$ cat src/rtl/game_flow_ctl.sv
// rtl/game_flow_ctl.sv - round sequencer for the flappy-rect game
//
// Owns the frame tick and the round state machine (IDLE, COUNTDOWN, PLAY,
// DYING, OVER), gates the bird position controller, gates flap input,
// counts the score and keeps the best finished-round score.
//
// Optional build macro: PAUSE_EN adds pause_btn and the PAUSED state.
//
// Ports:
//   clk, rst      system clock, asynchronous active-high reset
//   start_btn     start/restart button level (synchronised)
//   flap_btn      flap button level (synchronised)
//   pause_btn     pause button level (synchronised, PAUSE_EN only)
//   bird_ypos     bird top y from the position controller
//   pipe_passed   one-cycle pulse when a pipe is cleared
//   collision     level from the obstacle hit detector
//   tick          one-cycle frame strobe
//   phys_en       enable for the bird position controller (PLAY only)
//   phys_rst      one-cycle pulse returning the bird to its start position
//   flap_pulse    one-cycle flap request (PLAY only)
//   state_o       current state encoding
//   score         current round score (saturating)
//   best_score    highest finished-round score since reset
//   endgame       high while in OVER
module game_flow_ctl #(
  parameter int TICK_CYCLES     = 4_000_000,
  parameter int COUNTDOWN_TICKS = 3,
  parameter int DYING_TICKS     = 2,
  parameter int VER_PIXELS      = 600,
  parameter int BIRD_H          = 20,
  parameter int SCORE_W         = 8
) (
  input  logic               clk,
  input  logic               rst,
  input  logic               start_btn,
  input  logic               flap_btn,
`ifdef PAUSE_EN
  input  logic               pause_btn,
`endif
  input  logic [11:0]        bird_ypos,
  input  logic               pipe_passed,
  input  logic               collision,
  output logic               tick,
  output logic               phys_en,
  output logic               phys_rst,
  output logic               flap_pulse,
  output logic [2:0]         state_o,
  output logic [SCORE_W-1:0] score,
  output logic [SCORE_W-1:0] best_score,
  output logic               endgame
);

  localparam logic [2:0] ST_IDLE      = 3'd0;
  localparam logic [2:0] ST_COUNTDOWN = 3'd1;
  localparam logic [2:0] ST_PLAY      = 3'd2;
  localparam logic [2:0] ST_DYING     = 3'd3;
  localparam logic [2:0] ST_OVER      = 3'd4;
`ifdef PAUSE_EN
  localparam logic [2:0] ST_PAUSED    = 3'd5;
`endif

  localparam int TC_W = (TICK_CYCLES > 1) ? $clog2(TICK_CYCLES) : 1;
  localparam int CD_W = $clog2(COUNTDOWN_TICKS + 1);
  localparam int DC_W = $clog2(DYING_TICKS + 1);

  localparam logic [TC_W-1:0] TC_LAST = TC_W'(TICK_CYCLES - 1);
  localparam logic [CD_W-1:0] CD_INIT = CD_W'(COUNTDOWN_TICKS);
  localparam logic [DC_W-1:0] DC_INIT = DC_W'(DYING_TICKS);
  localparam logic [11:0]     DEATH_Y = 12'(VER_PIXELS - BIRD_H);

  logic [2:0]         state, state_next;
  logic [TC_W-1:0]    tick_cnt, tick_cnt_next;
  logic [CD_W-1:0]    cd, cd_next;
  logic [DC_W-1:0]    dc, dc_next;
  logic               start_prev, flap_prev;
  logic               start_rise, flap_rise;
  logic               death;
  logic               phys_en_next, phys_rst_next, flap_next, endgame_next;
  logic [SCORE_W-1:0] score_next, best_next;
`ifdef PAUSE_EN
  logic               pause_prev, pause_rise;
`endif

  assign start_rise = start_btn & ~start_prev;
  assign flap_rise  = flap_btn & ~flap_prev;
`ifdef PAUSE_EN
  assign pause_rise = pause_btn & ~pause_prev;
`endif
  assign death      = collision | (bird_ypos >= DEATH_Y);

  // tick is registered one cycle ahead so it is high exactly while the
  // counter holds TC_LAST
  assign tick_cnt_next = (tick_cnt == TC_LAST) ? '0 : tick_cnt + TC_W'(1);

  assign state_o = state;

  // State register and registered outputs
  always_ff @(posedge clk or posedge rst) begin
    if (rst) begin
      state      <= ST_IDLE;
      tick_cnt   <= '0;
      tick       <= 1'b0;
      cd         <= '0;
      dc         <= '0;
      start_prev <= 1'b1;
      flap_prev  <= 1'b1;
`ifdef PAUSE_EN
      pause_prev <= 1'b1;
`endif
      phys_en    <= 1'b0;
      phys_rst   <= 1'b0;
      flap_pulse <= 1'b0;
      endgame    <= 1'b0;
      score      <= '0;
      best_score <= '0;
    end else begin
      state      <= state_next;
      tick_cnt   <= tick_cnt_next;
      tick       <= (tick_cnt_next == TC_LAST);
      cd         <= cd_next;
      dc         <= dc_next;
      start_prev <= start_btn;
      flap_prev  <= flap_btn;
`ifdef PAUSE_EN
      pause_prev <= pause_btn;
`endif
      phys_en    <= phys_en_next;
      phys_rst   <= phys_rst_next;
      flap_pulse <= flap_next;
      endgame    <= endgame_next;
      score      <= score_next;
      best_score <= best_next;
    end
  end

  // Next-state logic
  always_comb begin
    state_next = state;
    cd_next    = cd;
    dc_next    = dc;
    case (state)
      ST_IDLE, ST_OVER: begin
        if (start_rise) begin
          state_next = ST_COUNTDOWN;
          cd_next    = CD_INIT;
        end
      end
      ST_COUNTDOWN: begin
        if (tick) begin
          if (cd == CD_W'(1)) state_next = ST_PLAY;
          else                cd_next    = cd - CD_W'(1);
        end
      end
      ST_PLAY: begin
`ifdef PAUSE_EN
        if (pause_rise) begin
          state_next = ST_PAUSED;
        end else
`endif
        if (death) begin
          state_next = ST_DYING;
          dc_next    = DC_INIT;
        end
      end
      ST_DYING: begin
        if (tick) begin
          if (dc == DC_W'(1)) state_next = ST_OVER;
          else                dc_next    = dc - DC_W'(1);
        end
      end
`ifdef PAUSE_EN
      ST_PAUSED: begin
        if (pause_rise)      state_next = ST_PLAY;
        else if (start_rise) state_next = ST_IDLE;
      end
`endif
      default: state_next = ST_IDLE;
    endcase
  end

  // Output / datapath next values, registered alongside the state
  always_comb begin
    phys_en_next  = (state_next == ST_PLAY);
    endgame_next  = (state_next == ST_OVER);
    phys_rst_next = ((state == ST_IDLE) || (state == ST_OVER)) && start_rise;
    flap_next     = (state == ST_PLAY) && flap_rise;

    // A pipe cleared in the same cycle as death still counts
    score_next = score;
    if (phys_rst_next)
      score_next = '0;
    else if ((state == ST_PLAY) && pipe_passed && (score != {SCORE_W{1'b1}}))
      score_next = score + SCORE_W'(1);

    best_next = best_score;
    if ((state_next == ST_OVER) && (state != ST_OVER) && (score_next > best_score))
      best_next = score_next;
  end

endmodule

$ cat config.mk
export PLATFORM = sky130hd
export DESIGN_NAME = game_flow_ctl
export DESIGN_NICKNAME = d
export VERILOG_FILES = /design/src/rtl/game_flow_ctl.sv
export SDC_FILE = /design/constraint.sdc
export NUM_CORES = 1
export LEC_CHECK = 0
export ABC_AREA = 1
export CELL_PAD_IN_SITES_DETAIL_PLACEMENT = 0
export CELL_PAD_IN_SITES_GLOBAL_PLACEMENT = 1
export CORE_MARGIN = 3
export CORE_UTILIZATION = 36
export CTS_CLUSTER_DIAMETER = 150
export CTS_CLUSTER_SIZE = 25
export DETAILED_ROUTE_END_ITERATION = 7
export GPL_ROUTABILITY_DRIVEN = 1
export GPL_TIMING_DRIVEN = 0
export PLACE_DENSITY = 0.81
export SETUP_SLACK_MARGIN = 0.3
export SLEW_MARGIN = 20
export SYNTH_ARGS = -nofsm -noshare
export SYNTH_HDL_FRONTEND = slang
export SYNTH_SLANG_ARGS = --single-unit
$ cat constraint.sdc
create_clock -name clk -period 2.6 [get_ports clk]
set_clock_uncertainty 0.1 [all_clocks]
set_input_delay 0.39 -clock clk [delete_from_list [all_inputs] [get_ports clk]]
set_output_delay 0.39 -clock clk [all_outputs]
set_load 0.02 [all_outputs]
==> results.txt <==
* Post-Synthesis Cell Area: between 3000 and 4000 µm²
- After floorplanning, the core was sized to cover ~8400 µm².
- The worst register-to-register path has a depth of 17.
- TritonCTS buffer count: 5
- At the later pin of the worst-skew pair, clock insertion delay measures between 0.3 and 0.4 ns.
- Global-route wire length before repair: approximately 13000 µm
- Average size of a mapped cell: about 7.4 µm²
- Yosys reg bits: 52
* DRC violations left: 0
- Cell internal power was estimated by the tool at 1061 µW.
* 1st-pass router iterations: 4
- Path class of the lowest-slack min-delay path: reg -> reg
* Worst Setup Start Kind: flop
* Max-capacitance violation count: 0
* Most frequently used flop master after synthesis: dfrtp_1
- The number of antenna diodes in the final layout is 0.
* Average via count per standard cell: between 4 and 5
- Sinks on the clock net: 52
- The final-report max-slew violation count came to 0.
- From synthesis to final layout, the design area changed by 31.78%.
- Clock Path Buffers: 2
- STA classifies the critical path endpoint as a flop.
- After clock tree synthesis, the clock-pin slew on the worst setup and hold paths is around 0.1 ns.
- The multi-input combinational cells in the finished layout cover a total of about 1800 µm².
* Instance area at placement: roughly 3700 µm²
- For this block, the initial DRC count from the detailed router was a little under 80.
- Summed over all cells, the static leakage comes to roughly 0.0019 µW.
- R2R setup slack: around 0.03 ns
* Arrival @ worst endpoint: 2.71 ns
- The synthesized design contains 0 enable-type register cells.
- After the last flow step, the layout net total stands at approximately 530.
- The startpoint identified for the worst register-to-register timing path is score[0].
* Number of cells produced by synthesis: between 400 and 500
- Die extent in x: 99.77 µm
* Area taken by flip-flops and latches: between 1000 and 1500 µm²
- The startpoint identified for the worst hold timing path is flap_prev.
* Commonest non-fill, non-tap cell in the layout: nand2_1
* Number of failing hold endpoints at the final stage: 0
- GRT Total Usage: 0.1580
- Of the total power, the share spent switching nets is 0.2444.
* Die area: approximately 10000 µm²
* DR vias: 2843
* Maximum number of pins on one net before global-route repair: 53
- In the finished design, the share of the clock period the worst path needs comes to 0.9881.
- Synthesized net count: ~460
- Tmin final: 2.569 ns
* Min-Delay Endpoint: flap_pulse
- Number of hold-repair buffers added at the cts stage: 0
* Worst Setup Path Type: reg -> reg
* Starting density of the core: 0.3777
* Rel. slew slack: 0.5620
- During synthesis, Yosys emitted a total of 0 warnings.
* Detail Route Antenna Nets: 0
* R2r endpoint: best_score[6]
* Unique masters post-synth: 33
- In the final routed layout, each cell accounts on average for 12.61 µm.
- Hold Path Cell Cnt: 1
- Transition time at the pin with the least slew margin: ~0.66 ns
- Initial antenna violation count: 0
* Gate power share: 0.078
* Number of port buffers: 39
* Power share of the clock group: 0.336
- Counting flops with an async set or reset pin after synthesis yields a share of 1.000.
- The run finished with clean final reports.
- Highest net fanout along the worst path: 8
- Finished Cell Area: about 4200 µm²
- Number of cell rows: 33
* Seq/Total Area, Yosys: 0.4119
- Setup violations remaining at the end of the flow were counted as 0.
- between 40 and 50 I/O pins were placed.
- Setup repair after global routing could not meet its margin everywhere.
- In this run the clock root is driven by a clkbuf_8.
* Ratio of cells with drive above 1 in the final layout: 0.2419
- The H-tree was split into 2 levels.
- At the end of routability-driven placement, the weighted congestion stood at approximately 0.88.
* Number of filler instances in the final layout: around 830
- At the end of the flow the core is filled with cells to 0.4977.
- Switching power of the nets: around 340 µW
- IR analysis of the VDD net gives a maximum drop of 0.0001905 V.
- Overall die height: roughly 100 µm
- Global-route congestion overflow total: 0
- Required time of the worst setup path: about 2.7 ns
- In the layout the commonest cells are 91 x nand2_1, 67 x inv_1, 50 x nor2_1.
- In this run the power density over the cells is roughly 340 nW/µm².
* HPWL after detailed placement: 5473 µm
- TritonCTS built the clock tree.
* Vias in the first global route: about 2800
- Proportion of power drawn by flip-flops and latches: 0.586
- Routed wire length: ~7600 µm
- Maximum frequency from static timing analysis: roughly 0.39 GHz
==> worst max-delay path, cell delays in order, from the launching register on <==
cell     delay [ns]
dfrtp_2        0.40
ha_4           0.15
inv_2          0.04
nor3_2         0.16
nand2_1        0.10
nand2_4        0.14
inv_6          0.07
o21ai_2        0.13
nand2_2        0.09
buf_4          0.14
buf_4          0.12
buf_4          0.13
buf_4          0.12
buf_4          0.12
buf_4          0.12
buf_4          0.12
buf_4          0.12
o21ai_0        0.12
==> Yosys cell counts, types with 3 or more instances <==
| cell | n | share of area |
|---|---|---|
| nor2_1 | 57 | 0.068 |
| ha_1 | 12 | 0.047 |
| nand3_2 | 3 | 0.0095 |
| a21oi_1 | 11 | 0.017 |
| nand2_1 | 95 | 0.11 |
| o21ai_1 | 3 | 0.0047 |
| nor3_1 | 8 | 0.013 |
| xor2_1 | 3 | 0.0083 |
| o21ai_0 | 20 | 0.032 |
| nor2_4 | 10 | 0.036 |
| nand4_1 | 5 | 0.0099 |
| inv_1 | 78 | 0.092 |
| nand2_2 | 10 | 0.020 |
| inv_2 | 6 | 0.0071 |
| nand3_1 | 29 | 0.046 |
| dfrtp_1 | 50 | 0.40 |
| nor2_2 | 7 | 0.014 |
==> worst max path at each step <==
stage | from | end | depth (start not counted)
after floorplan | score[0] | best_score[4] | 20
after global placement | start_btn | best_score[5] | 17
after detailed placement | start_btn | best_score[1] | 16
after CTS | score[1] | best_score[1] | 18
after global routing | score[0] | best_score[1] | 19
final | score[0] | best_score[6] | 17
==> state kept, by name, summed over array words and instances (netlist names) <==
register    cells
score           8
endgame         1
phys_en         1
state_o         3
start_prev      1
tick_cnt       22
flap_pulse      1
cd              2
dc              2
best_score      8
tick            1
phys_rst        1
flap_prev       1
==> cell families after synthesis <==
logic type / Yosys count / share of synthesized area
and+or+nand+nor: 233 / 0.3553
buffers and inverters: 85 / 0.1012
xor gates and xnor gates: 3 / 0.008302
DFF: 52 / 0.4119
adders and majority gates: 12 / 0.04743
AOI/OAI and AO/OA: 43 / 0.07589
==> power by group through the flow <==
stage / clock, µW / combinational [µW] / sequential, µW
2_1_floorplan: 0 / 36.7 / 843
4_1_cts: 482 / 102 / 823
3_3_place_gp: 0 / 82.2 / 839
5_1_grt: 515 / 122 / 825
3_5_place_dp: 0 / 84.9 / 839
6_report: 472 / 110 / 823
==> stage by stage <==
stage	setup TNS, ns	hold WS (ns)	std cells	power, µW	setup slack [ns]
final	0	0.3959	601	1404	0.03085
after global routing	-0.9367	0.4024	601	1462	-0.1313
after CTS	0	0.4046	596	1407	0.04874
after detailed placement	-4.073	0.3834	572	924.3	-0.5323
after global placement	-14.82	0.3631	572	921.1	-0.4874
after floorplan	0	0.2945	428	879.6	0.1289
==> final cells by class <==
class / instances / area share
Multi-Input combinational cell: 291 / 0.4211
Clock buffer: 6 / 0.01740
Buffer: 1 / 0.002699
Sequential cell: 52 / 0.3137
Inverter: 84 / 0.07738
Clock inverter: 2 / 0.002999
Timing Repair Buffer: 60 / 0.1332
Tap cell: 105 / 0.03149
==> timing repair <==
item	in CTS	in global routing
pin swaps	10	12
resized for setup	26	27
endpoints found under the setup margin	8	8
buffers inserted	15	5
cloned	1	0
==> metal layers <==
layer	track usage	vias up	wire, µm
li1	-	1468	-
met1	0.2004	1299	3328
met2	0.2724	63	3725
met3	0.03058	13	383
met4	0.04727	0	138
met5	0	-	0
(Power assumes the default switching activity.)
